File: src/rtl/amp_seq_ctrl.sv
// Power/mute sequencer for the external amp: enable after lock, unmute after power-up, mute before disable, fault retry/latch.
// Latency: all outputs registered and move with the state; error reaction within ERR_FILT+3 edges of nerror_in falling.
// Backpressure: none; level inputs are sampled every cycle, fault_clear is a single-cycle pulse.
module amp_seq_ctrl #(
   parameter int T_EN_CYC    = 50000,
   parameter int T_MUTE_CYC  = 25000,
   parameter int T_RETRY_CYC = 500000,
   parameter int ERR_FILT    = 8,
   parameter int MAX_RETRY   = 3
) (
   input  logic       clk,
   input  logic       resetb,
   input  logic       sw_enable,
   input  logic       lock_in,
   input  logic       nerror_in,
   input  logic       fault_clear,
   output logic       nenable_out,
   output logic       nmute_out,
   output logic [2:0] state,
   output logic [2:0] retry_cnt,
   output logic       fault_latched
);

   typedef enum logic [2:0] {
      ST_OFF        = 3'd0,
      ST_WAIT_LOCK  = 3'd1,
      ST_POWER_UP   = 3'd2,
      ST_RUN        = 3'd3,
      ST_MUTE_DOWN  = 3'd4,
      ST_FAULT_WAIT = 3'd5,
      ST_LATCHED    = 3'd6,
      ST_UNUSED     = 3'd7
   } state_t;

   localparam int          FW        = $clog2(ERR_FILT + 1);
   localparam logic [FW-1:0] FILT_LAST = FW'(ERR_FILT - 1);
   localparam logic [19:0] TMR_EN    = 20'(T_EN_CYC - 1);
   localparam logic [19:0] TMR_MUTE  = 20'(T_MUTE_CYC - 1);
   localparam logic [19:0] TMR_RETRY = 20'(T_RETRY_CYC - 1);
   localparam logic [2:0]  MAX_R     = 3'(MAX_RETRY);

   state_t        cur_st, nxt_st;
   logic [19:0]   timer, timer_nxt;
   logic [2:0]    retry_nxt, retry_base, retry_inc;
   logic          nenable_nxt, nmute_nxt, latched_nxt;
   logic          fault_go, tmr_exp;

   logic [1:0]    err_sync;
   logic          err_low;
   logic          err_f;
   logic [FW-1:0] filt_cnt;

   // nerror_in is an asynchronous pin; idle level is high
   always_ff @(posedge clk or negedge resetb) begin
      if (!resetb) begin
         err_sync <= 2'b11;
      end else begin
         err_sync <= {err_sync[0], nerror_in};
      end
   end

   assign err_low = ~err_sync[1];

   // err_f flips only after ERR_FILT consecutive cycles disagreeing with it
   always_ff @(posedge clk or negedge resetb) begin
      if (!resetb) begin
         err_f    <= 1'b0;
         filt_cnt <= '0;
      end else if (err_low == err_f) begin
         filt_cnt <= '0;
      end else if (filt_cnt == FILT_LAST) begin
         err_f    <= err_low;
         filt_cnt <= '0;
      end else begin
         filt_cnt <= filt_cnt + 1'b1;
      end
   end

   always_ff @(posedge clk or negedge resetb) begin
      if (!resetb) begin
         cur_st        <= ST_OFF;
         timer         <= '0;
         retry_cnt     <= '0;
         nenable_out   <= 1'b1;
         nmute_out     <= 1'b0;
         fault_latched <= 1'b0;
      end else begin
         cur_st        <= nxt_st;
         timer         <= timer_nxt;
         retry_cnt     <= retry_nxt;
         nenable_out   <= nenable_nxt;
         nmute_out     <= nmute_nxt;
         fault_latched <= latched_nxt;
      end
   end

   assign state = cur_st;

   always_comb begin
      nxt_st     = cur_st;
      fault_go   = 1'b0;
      tmr_exp    = (timer == '0);
      // a clear coinciding with a fault entry is applied before the increment
      retry_base = fault_clear ? 3'd0 : retry_cnt;
      retry_inc  = (retry_base < MAX_R) ? retry_base + 3'd1 : retry_base;
      retry_nxt  = retry_base;

      case (cur_st)
         ST_OFF: begin
            if (sw_enable) nxt_st = ST_WAIT_LOCK;
         end
         ST_WAIT_LOCK: begin
            if (!sw_enable)   nxt_st = ST_OFF;
            else if (lock_in) nxt_st = ST_POWER_UP;
         end
         ST_POWER_UP: begin
            if (err_f)           fault_go = 1'b1;
            else if (!sw_enable) nxt_st   = ST_OFF;
            else if (!lock_in)   nxt_st   = ST_WAIT_LOCK;
            else if (tmr_exp)    nxt_st   = ST_RUN;
         end
         ST_RUN: begin
            if (err_f)                       fault_go  = 1'b1;
            else if (!sw_enable || !lock_in) nxt_st    = ST_MUTE_DOWN;
            else if (tmr_exp)                retry_nxt = 3'd0;
         end
         ST_MUTE_DOWN: begin
            if (err_f)        fault_go = 1'b1;
            else if (tmr_exp) nxt_st   = sw_enable ? ST_WAIT_LOCK : ST_OFF;
         end
         ST_FAULT_WAIT: begin
            if (!sw_enable)             nxt_st = ST_OFF;
            else if (tmr_exp && !err_f) nxt_st = ST_WAIT_LOCK;
         end
         ST_LATCHED: begin
            if (fault_clear) nxt_st = ST_OFF;
         end
         default: nxt_st = ST_OFF;
      endcase

      if (fault_go) begin
         retry_nxt = retry_inc;
         nxt_st    = (retry_inc == MAX_R) ? ST_LATCHED : ST_FAULT_WAIT;
      end

      if (nxt_st != cur_st) begin
         case (nxt_st)
            ST_POWER_UP:   timer_nxt = TMR_EN;
            ST_RUN:        timer_nxt = TMR_RETRY;
            ST_MUTE_DOWN:  timer_nxt = TMR_MUTE;
            ST_FAULT_WAIT: timer_nxt = TMR_RETRY;
            default:       timer_nxt = '0;
         endcase
      end else if (!tmr_exp) begin
         timer_nxt = timer - 20'd1;
      end else begin
         timer_nxt = '0;
      end

      // nmute only in RUN, and RUN always has the amp enabled
      nenable_nxt = !(nxt_st == ST_POWER_UP || nxt_st == ST_RUN || nxt_st == ST_MUTE_DOWN);
      nmute_nxt   = (nxt_st == ST_RUN);
      latched_nxt = (nxt_st == ST_LATCHED);
   end

endmodule

File: config.mk
export PLATFORM = sky130hd
export DESIGN_NAME = amp_seq_ctrl
export DESIGN_NICKNAME = d
export VERILOG_FILES = /design/src/rtl/amp_seq_ctrl.sv
export SDC_FILE = /design/constraint.sdc
export NUM_CORES = 1
export LEC_CHECK = 0
export CORE_ASPECT_RATIO = 0.9
export CORE_MARGIN = 10
export CORE_UTILIZATION = 50
export CTS_BUF_LIST = sky130_fd_sc_hd__clkbuf_8
export CTS_CLUSTER_DIAMETER = 100
export CTS_CLUSTER_SIZE = 40
export DETAILED_ROUTE_END_ITERATION = 8
export GPL_TIMING_DRIVEN = 0
export PLACE_DENSITY_LB_ADDON = 0.05
export SLEW_MARGIN = 25
export SYNTH_ARGS = -nofsm -noshare
export SYNTH_HDL_FRONTEND = slang
export SYNTH_SLANG_ARGS = --single-unit
File: constraint.sdc
create_clock -name clk -period 7.5 [get_ports clk]
set_clock_uncertainty 0.1 [all_clocks]
set_input_delay 0.75 -clock clk [delete_from_list [all_inputs] [get_ports clk]]
set_output_delay 0.75 -clock clk [all_outputs]
set_load 0.01 [all_outputs]
==> run summary, run 1 <==
The number of top-level pins came out at 15. From synthesis to final layout, the design area changed by 17.0%. The hold violation count in the final report is 0.

The fraction of the mapped netlist area in simple logic gates is 0.250. The headroom to the max-slew limit is 0.588. Routability-driven placement finished with a final weighted congestion of 0.870. The die span in y is 80.8 µm. The total of warnings raised by yosys is 0. The fraction of the mapped netlist area in compound gates is 0.168. The initial antenna violation count is 0.

The routed wirelength normalized by instance count came out at 16.7 µm. The power density over the cells came out at roughly 420 mW/mm². The largest fanout on the critical path came out at 8. Entering global routing, the biggest net connects 22 pins.

After synthesis, the share of cell area in mux cells is 0.00488. The class of the most critical hold timing path is reg2reg. Hold repair after CTS inserted 0 buffers. For the worst setup path, the data arrival time is around 3.4 ns.

The setup total negative slack is 0 ns. The die width is between 80 and 90 µm. The number of nets in the synthesized netlist is around 220. The residual DRC count came out at 0. In this run the tool buffered the top-level ports with 14 buffer cells. STA classifies the critical path startpoint as a flop. The layout net count came out at ~240. The max-slew violation count is 0. The number of flops mapped to enable cells by yosys came out at 0. The overall die area is between 0.007 and 0.008 mm².

The flow ran to the end, and the final reports show no timing, DRC or antenna violations. The worst hold slack came out at 0.261 ns. The number of global-route vias before repair came to approximately 1600. Once detail routing completed, the nets flagged for antenna violations numbered 0. The fraction of registers with async set or reset after synthesis came out at 1.00. The number of vias per cell came out at 5.94.

STA puts the critical path data required time at 7.53 ns. Setup repair after global routing left no endpoint under its margin. The ratio of cells with drive above 1 in the final layout is 0.130. The placeable core area came out at approximately 0.0040 mm². In this run the cell area of the synthesized design comes to 0.00205 mm².

The largest vdd supply drop came out at roughly 180 µV. The sum of net half-perimeters after detailed placement is 3400 µm. In this run the mean area of a mapped cell was 9.91 µm². The peak clock frequency supported by timing came out at ~300 MHz. After layout, the worst setup slack is 4.15 ns.

The wire length of the first global-routing pass came out at 8020 µm. The initial utilization of the core area, before any placement, comes to 0.510. The post-layout utilization of the core is 0.597.

The clock buffer count from CTS is 5. The count of mapped cells out of synthesis came out at 207. The number of failing setup endpoints in the final timing report came out at 0. Post-CTS timing repair inserted 0 buffers for setup.

The number of detailed-routing iterations run before antenna repair is 5. The final worst-path cycle share came out at 0.446. The number of placement rows came out at 22. Counting every sink on the clock net gives 36. Across every metal layer, demand over resource in global routing totals 0.141. Across the run, the number of max-cap violations was 0. The time the worst path needs with I/O delays and setup is 3.35 ns. The total leakage power is 0.00103 µW. Of the total synthesized cell area, the portion taken by XOR and XNOR cells is 0.0854. The post-synthesis adder-cell area fraction came out at 0.0122. The critical path is of the reg2reg type. The total inserted antenna cells is 0. The root buffer cell chosen for the clock tree is sky130_fd_sc_hd__clkbuf_8. Summing all placed instances gives a cell area of 0.00227 mm².

TritonCTS built the clock tree. The sequential element share of the synthesized area came out at 0.441. The total vias in the final route is 1650. Timing analysis after detailed placement gives a worst setup slack of 4.06 ns.

The total non-filler cell area in the finished layout is between 0.002 and 0.0025 mm². The leftover overflow at the end of global routing came out at 0. The largest family of logic cells by synthesized area is simple AND/OR/NAND/NOR gates. The post-cts gate resize count came out at 0.

The synthesized design contains 36 register bits. By area the synthesized netlist is led by sky130_fd_sc_hd__dfrtp_1 40%, sky130_fd_sc_hd__xnor2_1 6.4%, sky130_fd_sc_hd__dfstp_2 3.8%. The number of distinct library cell variants in the gate-level netlist after synthesis came out at 51.

The fraction of post-synthesis cell area in the top cell type by area is 0.403. The H-tree generated during clock tree synthesis spans 2 levels. The transition time of the tightest slew-check pin came out at 0.613 ns. The count of routing violations after the opening detailed-route iteration is between 100 and 150. The largest buffer count on any clock path came out at 2. For this run, the leading register cell type out of synthesis is sky130_fd_sc_hd__dfrtp_1. Wires add up to 4640 µm. After clock tree synthesis, the clock-pin slew on the worst setup and hold paths is 0.07 ns. At the later pin of the worst-skew pair, clock insertion delay measures 0.29 ns.

The synthesized design spends more area on one cell type than any other, namely sky130_fd_sc_hd__dfrtp_1. The endpoint type of the worst setup path is a flop.
-- cells by family after synthesis --
| logic type | after synthesis |
|---|---|
| buffers and inverters | 15 |
| AO/OA/AOI/OAI | 47 |
| multiplexers | 1 |
| flip-flops | 36 |
| adder cells (fa/ha/maj) | 2 |
| AND/OR/NAND/NOR | 86 |
| XOR/XNOR | 20 |
-- power breakdown --
group | internal (µW) | total (µW) | switching [µW]
registers | 254 | 309 | 55.0
logic | 235 | 524 | 289
clock network | 117 | 183 | 65.9
-- cell usage in the layout, fill, tap and decap left out, types with 5 or more instances in the layout --
master and instances:
sky130_fd_sc_hd__a21oi_1 10, sky130_fd_sc_hd__clkbuf_8 7, sky130_fd_sc_hd__clkdlybuf4s50_1 13, sky130_fd_sc_hd__dfrtp_1 33, sky130_fd_sc_hd__inv_1 6, sky130_fd_sc_hd__nand2_1 14, sky130_fd_sc_hd__nor2_1 12, sky130_fd_sc_hd__nor3_1 13
sky130_fd_sc_hd__nor3b_1 5, sky130_fd_sc_hd__o21ai_0 5, sky130_fd_sc_hd__o31ai_1 6, sky130_fd_sc_hd__or3_1 5, sky130_fd_sc_hd__xnor2_1 15, sky130_fd_sc_hd__xor2_1 5
-- Yosys cell counts, drive strengths merged, types with 3 or more instances --
master  instances
and2            3
buf             5
nand2          14
nor2           12
dfstp           3
o21ai           5
nand2b          4
xnor2          15
a21oi          10
o211ai          3
xor2            5
or4             3
nor4            4
o21a            4
nor3           13
clkbuf          4
or3             7
a211o           3
o31ai           7
o311ai          3
nand3           3
nor3b           5
o32ai           4
dfrtp          33
and3            3
and3b           3
nor2b           3
inv             6
-- routing by layer --
metal	part of all wire	vias to the layer above	global-route usage
li1	-	809	-
met1	0.46	776	0.193
met2	0.45	58	0.207
met3	0.075	7	0.0410
met4	0.011	0	0.0494
met5	0	-	0
-- layout make-up --
class,count,area (µm²)
buffer,9,57.6
tap,48,60.1
inverter,6,22.5
sequential,36,905
timing repair buffer,15,163
fill,336,1620
clock inverter,1,30.0
clock buffer,7,96.3
multi-input combinational,156,1070
-- path summary, 6_finish.rpt --
| path | from | cells after the start | slack (ns) | to |
|---|---|---|---|---|
| max | timer[0]$_DFF_PN0_ | 9 | 4.15 | timer[15]$_DFF_PN0_ |
| min | err_sync[0]$_DFF_PN1_ | 0 | 0.26 | err_sync[1]$_DFF_PN1_ |
| max reg2reg | timer[0]$_DFF_PN0_ | 9 | 4.15 | timer[15]$_DFF_PN0_ |
| min reg2reg | err_sync[0]$_DFF_PN1_ | 0 | 0.26 | err_sync[1]$_DFF_PN1_ |
| max in group asynchronous | resetb | 2 | 6.46 | err_sync[1]$_DFF_PN1_ |
| min in group asynchronous | resetb | 1 | 0.30 | state[0]$_DFF_PN0_ |
-- state kept, by name, indices dropped and copies added, names as in the netlist --
| name | count |
|---|---|
| err_f | 1 |
| err_sync | 2 |
| fault_latched | 1 |
| filt_cnt | 4 |
| nenable_out | 1 |
| nmute_out | 1 |
| retry_cnt | 3 |
| state | 3 |
| timer | 20 |
-- critical path, stage by stage (launching register included) --
cell                       delay, ns
sky130_fd_sc_hd__dfrtp_1        0.41
sky130_fd_sc_hd__inv_1          0.07
sky130_fd_sc_hd__ha_1           0.19
sky130_fd_sc_hd__or4b_4         0.51
sky130_fd_sc_hd__or3_1          0.38
sky130_fd_sc_hd__buf_2          0.18
sky130_fd_sc_hd__o21ai_0        0.38
sky130_fd_sc_hd__a21oi_1        0.22
sky130_fd_sc_hd__o221ai_1       0.55
sky130_fd_sc_hd__o311ai_1       0.21
-- through the flow --
step	total power [µW]	std cells
after floorplan	699	207
after global routing	1100	278
after global placement	807	269
after detailed placement	829	270
final	1020	278
after CTS	1020	278
No activity file was read; power rests on OpenSTA's default activity.
==> run 2, diff against run 1 <==
==> constraint.sdc (replaced) <==
create_clock -name clk -period 3.5 [get_ports clk]
set_clock_uncertainty 0.1 [all_clocks]
set_input_delay 0.35 -clock clk [delete_from_list [all_inputs] [get_ports clk]]
set_output_delay 0.35 -clock clk [all_outputs]
set_load 0.01 [all_outputs]
==> run summary, run 2 (synthesis results as in run 1) <==
Result of the run: finished, final reports clean (unchanged). The max-slew violation count came to 0 (unchanged). The layout net count was 238 (was 237).

The sum of net half-perimeters after detailed placement is 3400 µm (unchanged). The startpoint of the tightest hold check path is err_sync[0]$_DFF_PN1_ (unchanged). The cell with the biggest individual delay on the critical path was sky130_fd_sc_hd__or4b_4 (was sky130_fd_sc_hd__o221ai_1). The residual DRC count was 0 (unchanged). The number of detailed-routing iterations run before antenna repair is 4 (was 5).

The multi-input logic area is 0.00108 mm² (was 0.00107 mm²). CP Cell Sequence: inv_1 -> ha_1 -> or4b_4 -> or3_1 -> buf_2 -> or3b_2 -> nor3_1 -> buf_4 -> o31ai_1 (was inv_1 -> ha_1 -> or4b_4 -> or3_1 -> buf_2 -> o21ai_0 -> a21oi_1 -> o221ai_1 -> o311ai_1). The most common cell after layout, fill and taps aside is sky130_fd_sc_hd__dfrtp_1 (unchanged). The data arrival at the endpoint of the critical path came out at 3.37 ns (was 3.38 ns).

Regs by FF count: timer x20, filt_cnt x4 (unchanged). The clock buffer count from CTS is 5 (unchanged). The count of fill cells added during filler insertion is 337 (was 336). The footprint of the flip-flops and latches is 905 µm² (unchanged).

The total leakage power came out at 0.00103 µW (about the same). The initial antenna violation count is 0 (unchanged). The critical register-to-register path startpoint is timer[0]$_DFF_PN0_ (unchanged). The leftover overflow at the end of global routing is 0 (unchanged).

The post-layout utilization of the core is 0.602 (was 0.597). The peak clock frequency supported by timing is 301 MHz (was 299 MHz). The number of top-level pins is 15 (unchanged). The number of failing setup endpoints in the final timing report came to 0 (unchanged). Commonest cells after routing, fill and taps aside: 33 x sky130_fd_sc_hd__dfrtp_1, 15 x sky130_fd_sc_hd__xnor2_1, 14 x sky130_fd_sc_hd__nand2_1 (unchanged). The post-CTS setup buffer count came out at 0 (unchanged). The number of global-route vias before repair came out at 1645 (was 1636). The total vias in the final route is 1666 (was 1650). The data required time at the worst endpoint came out at 3.54 ns (was 7.53 ns).

The placeable core area is 0.00402 mm² (unchanged). The count of port buffers added during placement is 14 (unchanged). The count of antenna-violating nets left after detailed routing came out at 0 (unchanged). The overall die area is 0.00707 mm² (unchanged). The maximum number of pins on one net before global-route repair came out at 22 (unchanged).

The largest stage delay on the critical path was 0.51 ns (was 0.55 ns). The count of routing violations after the opening detailed-route iteration came to 111 (was 116). The number of placement rows came out at 22 (unchanged).

RSZ-0062 raised after global routing: no (unchanged). The clock-pin slew on the worst setup and hold paths is 0.08 ns (was 0.07 ns). The nature of the critical path startpoint is a flop (unchanged). The root buffer cell is sky130_fd_sc_hd__clkbuf_8 (unchanged). The maximum level of the CTS H-tree came out at 2 (unchanged). The clock latency on the worst-skew pair is 0.29 ns (about the same). The startpoint of the worst setup timing path is timer[0]$_DFF_PN0_ (unchanged). The final worst-path cycle share is 0.950 (was 0.446). The top register by number of flip-flops is timer (unchanged). The routed wirelength normalized by instance count is 16.7 µm (about the same). The die span in y is 80.8 µm (unchanged). The time the worst path needs with I/O delays and setup is 3.33 ns (was 3.35 ns). The power density over the cells came to 907 mW/mm² (was 424 mW/mm²). The transition time of the tightest slew-check pin was 0.625 ns (was 0.613 ns). The endpoint type of the worst setup path is a flop (unchanged). The class of the most critical hold timing path is reg2reg (unchanged). The largest delay contributor family on the critical path is simple AND/OR/NAND/NOR gates (was compound AO/OA/AOI/OAI gates). The growth of design area from synthesis to finish came out at 18.1% (was 17.0%). The global-route total usage across every layer was 0.141 (about the same). The clock tree from TritonCTS is built (unchanged).

The kind of critical path is reg2reg (unchanged). The largest buffer count on any clock path was 2 (unchanged). The die width is 87.5 µm (unchanged). The total inserted antenna cells is 0 (unchanged). The number of clock sinks seen by CTS is 36 (unchanged). The setup total negative slack came out at 0 ns (unchanged).

The effective utilization at floorplan came out at 0.510 (unchanged). The number of max-cap violations is 0 (unchanged). The combined buffer and inverter count along the critical path is 3 (was 2).

The overall routed net length is 4670 µm (was 4640 µm). The ratio of cells with drive above 1 in the final layout came out at 0.139 (was 0.130). The headroom to the max-slew limit is 0.579 (was 0.588). The number of vias per cell was 5.97 (was 5.94). The weighted congestion reported at the end of routability-driven placement came out at 0.870 (unchanged). The flip-flop count of the largest register, all copies and words added came out at 20 (unchanged). The wire length of the first global-routing pass came out at 8060 µm (was 8020 µm). The largest vdd supply drop came out at 388 µV (was 181 µV).

The largest fanout on the critical path came to 10 (was 8). The hold violation count in the final report was 0 (unchanged).
run 2: cell count changes in the layout (fill, tap and decap cells not counted):
cell                            change
sky130_fd_sc_hd__a211oi_1           -1
sky130_fd_sc_hd__a211oi_2           +1
sky130_fd_sc_hd__dlygate4sd3_1      +1
sky130_fd_sc_hd__o221ai_1           -1
sky130_fd_sc_hd__o221ai_2           +1
run 2: what timing repair did:
| action | CTS | global route |
|---|---|---|
| hold buffers | 1 | 0 |
| resized for setup | 0 | 2 |
| setup endpoints to repair | 0 | 10 |
| hold endpoints to repair | 14 | 0 |
run 2: final cells by class:
class / instances / area share
sequential: 36 / 0.374
inverter: 6 / 0.00930
clock inverter: 1 / 0.0124
clock buffer: 7 / 0.0398
buffer: 9 / 0.0238
multi-input combinational: 156 / 0.445
tap: 48 / 0.0248
timing repair buffer: 16 / 0.0713
run 2: through the flow:
stage	setup WS [ns]	power, µW	cell area (µm²)	hold WS (ns)	instances
final	0.174	2200	2420	0.261	279
after global routing	0.0658	2380	2420	0.267	279
after CTS	0.147	2190	2410	0.264	279
after detailed placement	0.165	1780	2270	0.217	270
after global placement	0.247	1730	2250	0.247	269
after floorplan	0.568	1500	2050	-0.0456	207
run 2: per-layer routing:
| layer | share of wire | track usage | vias to the layer above |
|---|---|---|---|
| met5 | 0 | 0 | - |
| met4 | 0.0086 | 0.0494 | 0 |
| met3 | 0.079 | 0.0410 | 5 |
| met2 | 0.46 | 0.209 | 55 |
| met1 | 0.45 | 0.194 | 793 |
| li1 | - | - | 813 |
run 2: final timing paths:
path | end | slack, ns | cells past startpoint
setup / recovery | timer[17]$_DFF_PN0_ | 0.17 | 9
hold / removal | err_sync[1]$_DFF_PN1_ | 0.26 | 0
setup reg to reg | timer[17]$_DFF_PN0_ | 0.17 | 9
hold reg to reg | err_sync[1]$_DFF_PN1_ | 0.26 | 0
max in group asynchronous | err_sync[1]$_DFF_PN1_ | 2.33 | 3
min in group asynchronous | state[0]$_DFF_PN0_ | 0.43 | 2
run 2: report_power, final:
group	switching (µW)	total, µW	internal [µW]
clock	144	396	251
sequential	118	663	544
combinational	627	1140	510
==> run 3, diff against run 2 <==
--- a/config.mk
+++ b/config.mk
@@ -6,7 +6,7 @@
 export NUM_CORES = 1
 export LEC_CHECK = 0
 export CORE_ASPECT_RATIO = 0.9
-export CORE_MARGIN = 10
+export CORE_MARGIN = 3
 export CORE_UTILIZATION = 50
 export CTS_BUF_LIST = sky130_fd_sc_hd__clkbuf_8
 export CTS_CLUSTER_DIAMETER = 100
==> run summary, run 3 (synthesis results as in run 1) <==
The overall routed net length came out at 4620 µm (was 4670 µm). The kind of critical path is reg2reg (unchanged). The count of routing violations after the opening detailed-route iteration is 145 (was 111). The max-slew violation count came out at 0 (unchanged). The total leakage power is 0.00103 µW (about the same).

The die span in y is 66.8 µm (was 80.8 µm). The count of port buffers added during placement came out at 14 (unchanged). The headroom to the max-slew limit is 0.565 (was 0.579). The fraction of power consumed by the clock network came out at 0.168 (was 0.180). The combined buffer and inverter count along the critical path is 3 (unchanged). RSZ-0062 raised after global routing: no (unchanged). The number of failing setup endpoints in the final timing report is 0 (unchanged). The internal power component is 1270 µW (was 1310 µW). The class of the most critical hold timing path is reg2reg (unchanged). The number of top-level pins is 15 (unchanged).

The net switching component of the power was 914 µW (was 890 µW). The clock-pin slew on the worst setup and hold paths came out at 0.07 ns (was 0.08 ns). The count of fill cells added during filler insertion came out at 313 (was 337). The setup total negative slack came out at 0 ns (unchanged). The die width is 73.5 µm (was 87.5 µm). Regs by FF count: timer x20, filt_cnt x4 (unchanged). The number of detailed-routing iterations run before antenna repair came to 4 (unchanged). The layout net count came out at 238 (unchanged). The number of placement rows is 21 (was 22). The largest buffer count on any clock path is 2 (unchanged).

The clock buffer count from CTS came to 5 (unchanged). The largest fanout on the critical path is 10 (unchanged). The overall die area came out at 0.00491 mm² (was 0.00707 mm²).

The number of clock sinks seen by CTS is 36 (unchanged). Result of the run: finished, final reports clean (unchanged). The initial antenna violation count came out at 0 (unchanged). The total inserted antenna cells is 0 (unchanged). The flip-flop count of the largest register, all copies and words added came out at 20 (unchanged).

The endpoint type of the worst setup path is a flop (unchanged). The sum of net half-perimeters after detailed placement came out at 3390 µm (was 3400 µm). The total vias in the final route came to 1703 (was 1666). The final worst-path cycle share is 0.922 (was 0.950). The time the worst path needs with I/O delays and setup came out at 3.23 ns (was 3.33 ns). The maximum number of pins on one net before global-route repair is 25 (was 22). The power density over the cells is 905 mW/mm² (was 907 mW/mm²).

The post-layout utilization of the core is 0.628 (was 0.602). The largest vdd supply drop came out at 421 µV (was 388 µV). The peak clock frequency supported by timing is 310 MHz (was 301 MHz). The switching part of the total came to 0.419 (was 0.405). The number of vias per cell is 6.15 (was 5.97). The effective utilization at floorplan was 0.535 (was 0.510). The root buffer cell was sky130_fd_sc_hd__clkbuf_8 (unchanged). The maximum level of the CTS H-tree is 2 (unchanged). The residual DRC count came out at 0 (unchanged).

The data required time at the worst endpoint came out at 3.59 ns (was 3.54 ns). The count of antenna-violating nets left after detailed routing is 0 (unchanged). The routed wirelength normalized by instance count came out at 16.7 µm (about the same). The number of max-cap violations is 0 (unchanged). The transition time of the tightest slew-check pin was 0.647 ns (was 0.625 ns).

The ratio of cells with drive above 1 in the final layout was 0.143 (was 0.139). The largest delay contributor family on the critical path is simple AND/OR/NAND/NOR gates (unchanged). The largest stage delay on the critical path is 0.53 ns (was 0.51 ns). The top register by number of flip-flops is timer (unchanged). The placeable core area is 0.00384 mm² (was 0.00402 mm²).

The wire length of the first global-routing pass is 7720 µm (was 8060 µm). The most common cell after layout, fill and taps aside is sky130_fd_sc_hd__dfrtp_1 (unchanged). The relative contribution of combinational cells to total power is 0.527 (was 0.518). The global-route total usage across every layer came out at 0.204 (was 0.141). The leftover overflow at the end of global routing is 0 (unchanged). The growth of design area from synthesis to finish is 17.4% (was 18.1%).

The weighted congestion reported at the end of routability-driven placement came out at 0.842 (was 0.870). CP Cell Sequence: inv_1 -> ha_1 -> or4b_4 -> or3_1 -> buf_2 -> or4_1 -> o211ai_2 -> nand3_2 -> buf_6 -> o31ai_1 (was inv_1 -> ha_1 -> or4b_4 -> or3_1 -> buf_2 -> or3b_2 -> nor3_1 -> buf_4 -> o31ai_1). Commonest cells after routing, fill and taps aside: 33 x sky130_fd_sc_hd__dfrtp_1, 15 x sky130_fd_sc_hd__xnor2_1, 14 x sky130_fd_sc_hd__nand2_1 (unchanged). The sequential cell fraction of total power is 0.305 (was 0.302). The data arrival at the endpoint of the critical path is 3.32 ns (was 3.37 ns).

The cell with the biggest individual delay on the critical path is sky130_fd_sc_hd__or4_1 (was sky130_fd_sc_hd__or4b_4). The number of global-route vias before repair is 1639 (was 1645). The post-CTS setup buffer count is 0 (unchanged). The worst hold slack is 0.258 ns (was 0.261 ns). The clock latency on the worst-skew pair came out at 0.29 ns (about the same). The nature of the critical path startpoint is a flop (unchanged). The clock tree from TritonCTS was built (unchanged). The hold violation count in the final report is 0 (unchanged).
==> run 3: power groups by stage <==
| stage | registers [µW] | clock network [µW] | logic (µW) |
|---|---|---|---|
| after global routing | 683 | 388 | 1260 |
| final | 664 | 366 | 1150 |
| after CTS | 662 | 368 | 1120 |
| after detailed placement | 668 | 0 | 1110 |
| after global placement | 657 | 0 | 1070 |
| after floorplan | 649 | 0 | 849 |
==> run 3: timing repair <==
action	CTS	global route
setup endpoints to repair	0	13
resized for setup	0	3
endpoints found under the hold margin	11	0
hold buffers	1	0
==> run 3: final timing paths <==
kind                                    endpoint                   from  slack, ns  cells past startpoint
setup / recovery             timer[17]$_DFF_PN0_     timer[0]$_DFF_PN0_       0.27                     10
hold / removal             err_sync[1]$_DFF_PN1_  err_sync[0]$_DFF_PN1_       0.26                      0
setup reg to reg             timer[17]$_DFF_PN0_     timer[0]$_DFF_PN0_       0.27                     10
hold reg to reg            err_sync[1]$_DFF_PN1_  err_sync[0]$_DFF_PN1_       0.26                      0
max in group asynchronous  err_sync[0]$_DFF_PN1_                 resetb       2.38                      3
min in group asynchronous    timer[13]$_DFF_PN0_                 resetb       0.41                      2
==> run 3: cell type report <==
type	instances	area (µm²)	share of cell area
multi-input cells	156	1080	0.449
flip-flops and latches	36	905	0.376
repair buffers	16	173	0.0717
clock buffers	5	68.8	0.0286
plain buffers	9	57.6	0.0239
well taps	46	57.6	0.0239
clock inverters	3	42.5	0.0177
inverters	6	22.5	0.00935
==> run 3: per-layer routing <==
layer	part of all wire	global-route usage	wire, µm
met3	0.061	0.0468	283
met5	0	0	0
met2	0.47	0.322	2170
met1	0.46	0.275	2100
met4	0.012	0.0656	57
==> run 3: stage by stage <==
step | std cells | instance area (µm²) | setup slack (ns) | power (µW)
after global routing | 277 | 2410 | 0.0719 | 2330
after global placement | 267 | 2250 | 0.242 | 1720
after detailed placement | 268 | 2270 | 0.162 | 1780
after floorplan | 207 | 2050 | 0.568 | 1500
final | 277 | 2410 | 0.273 | 2180
after CTS | 277 | 2390 | 0.149 | 2150
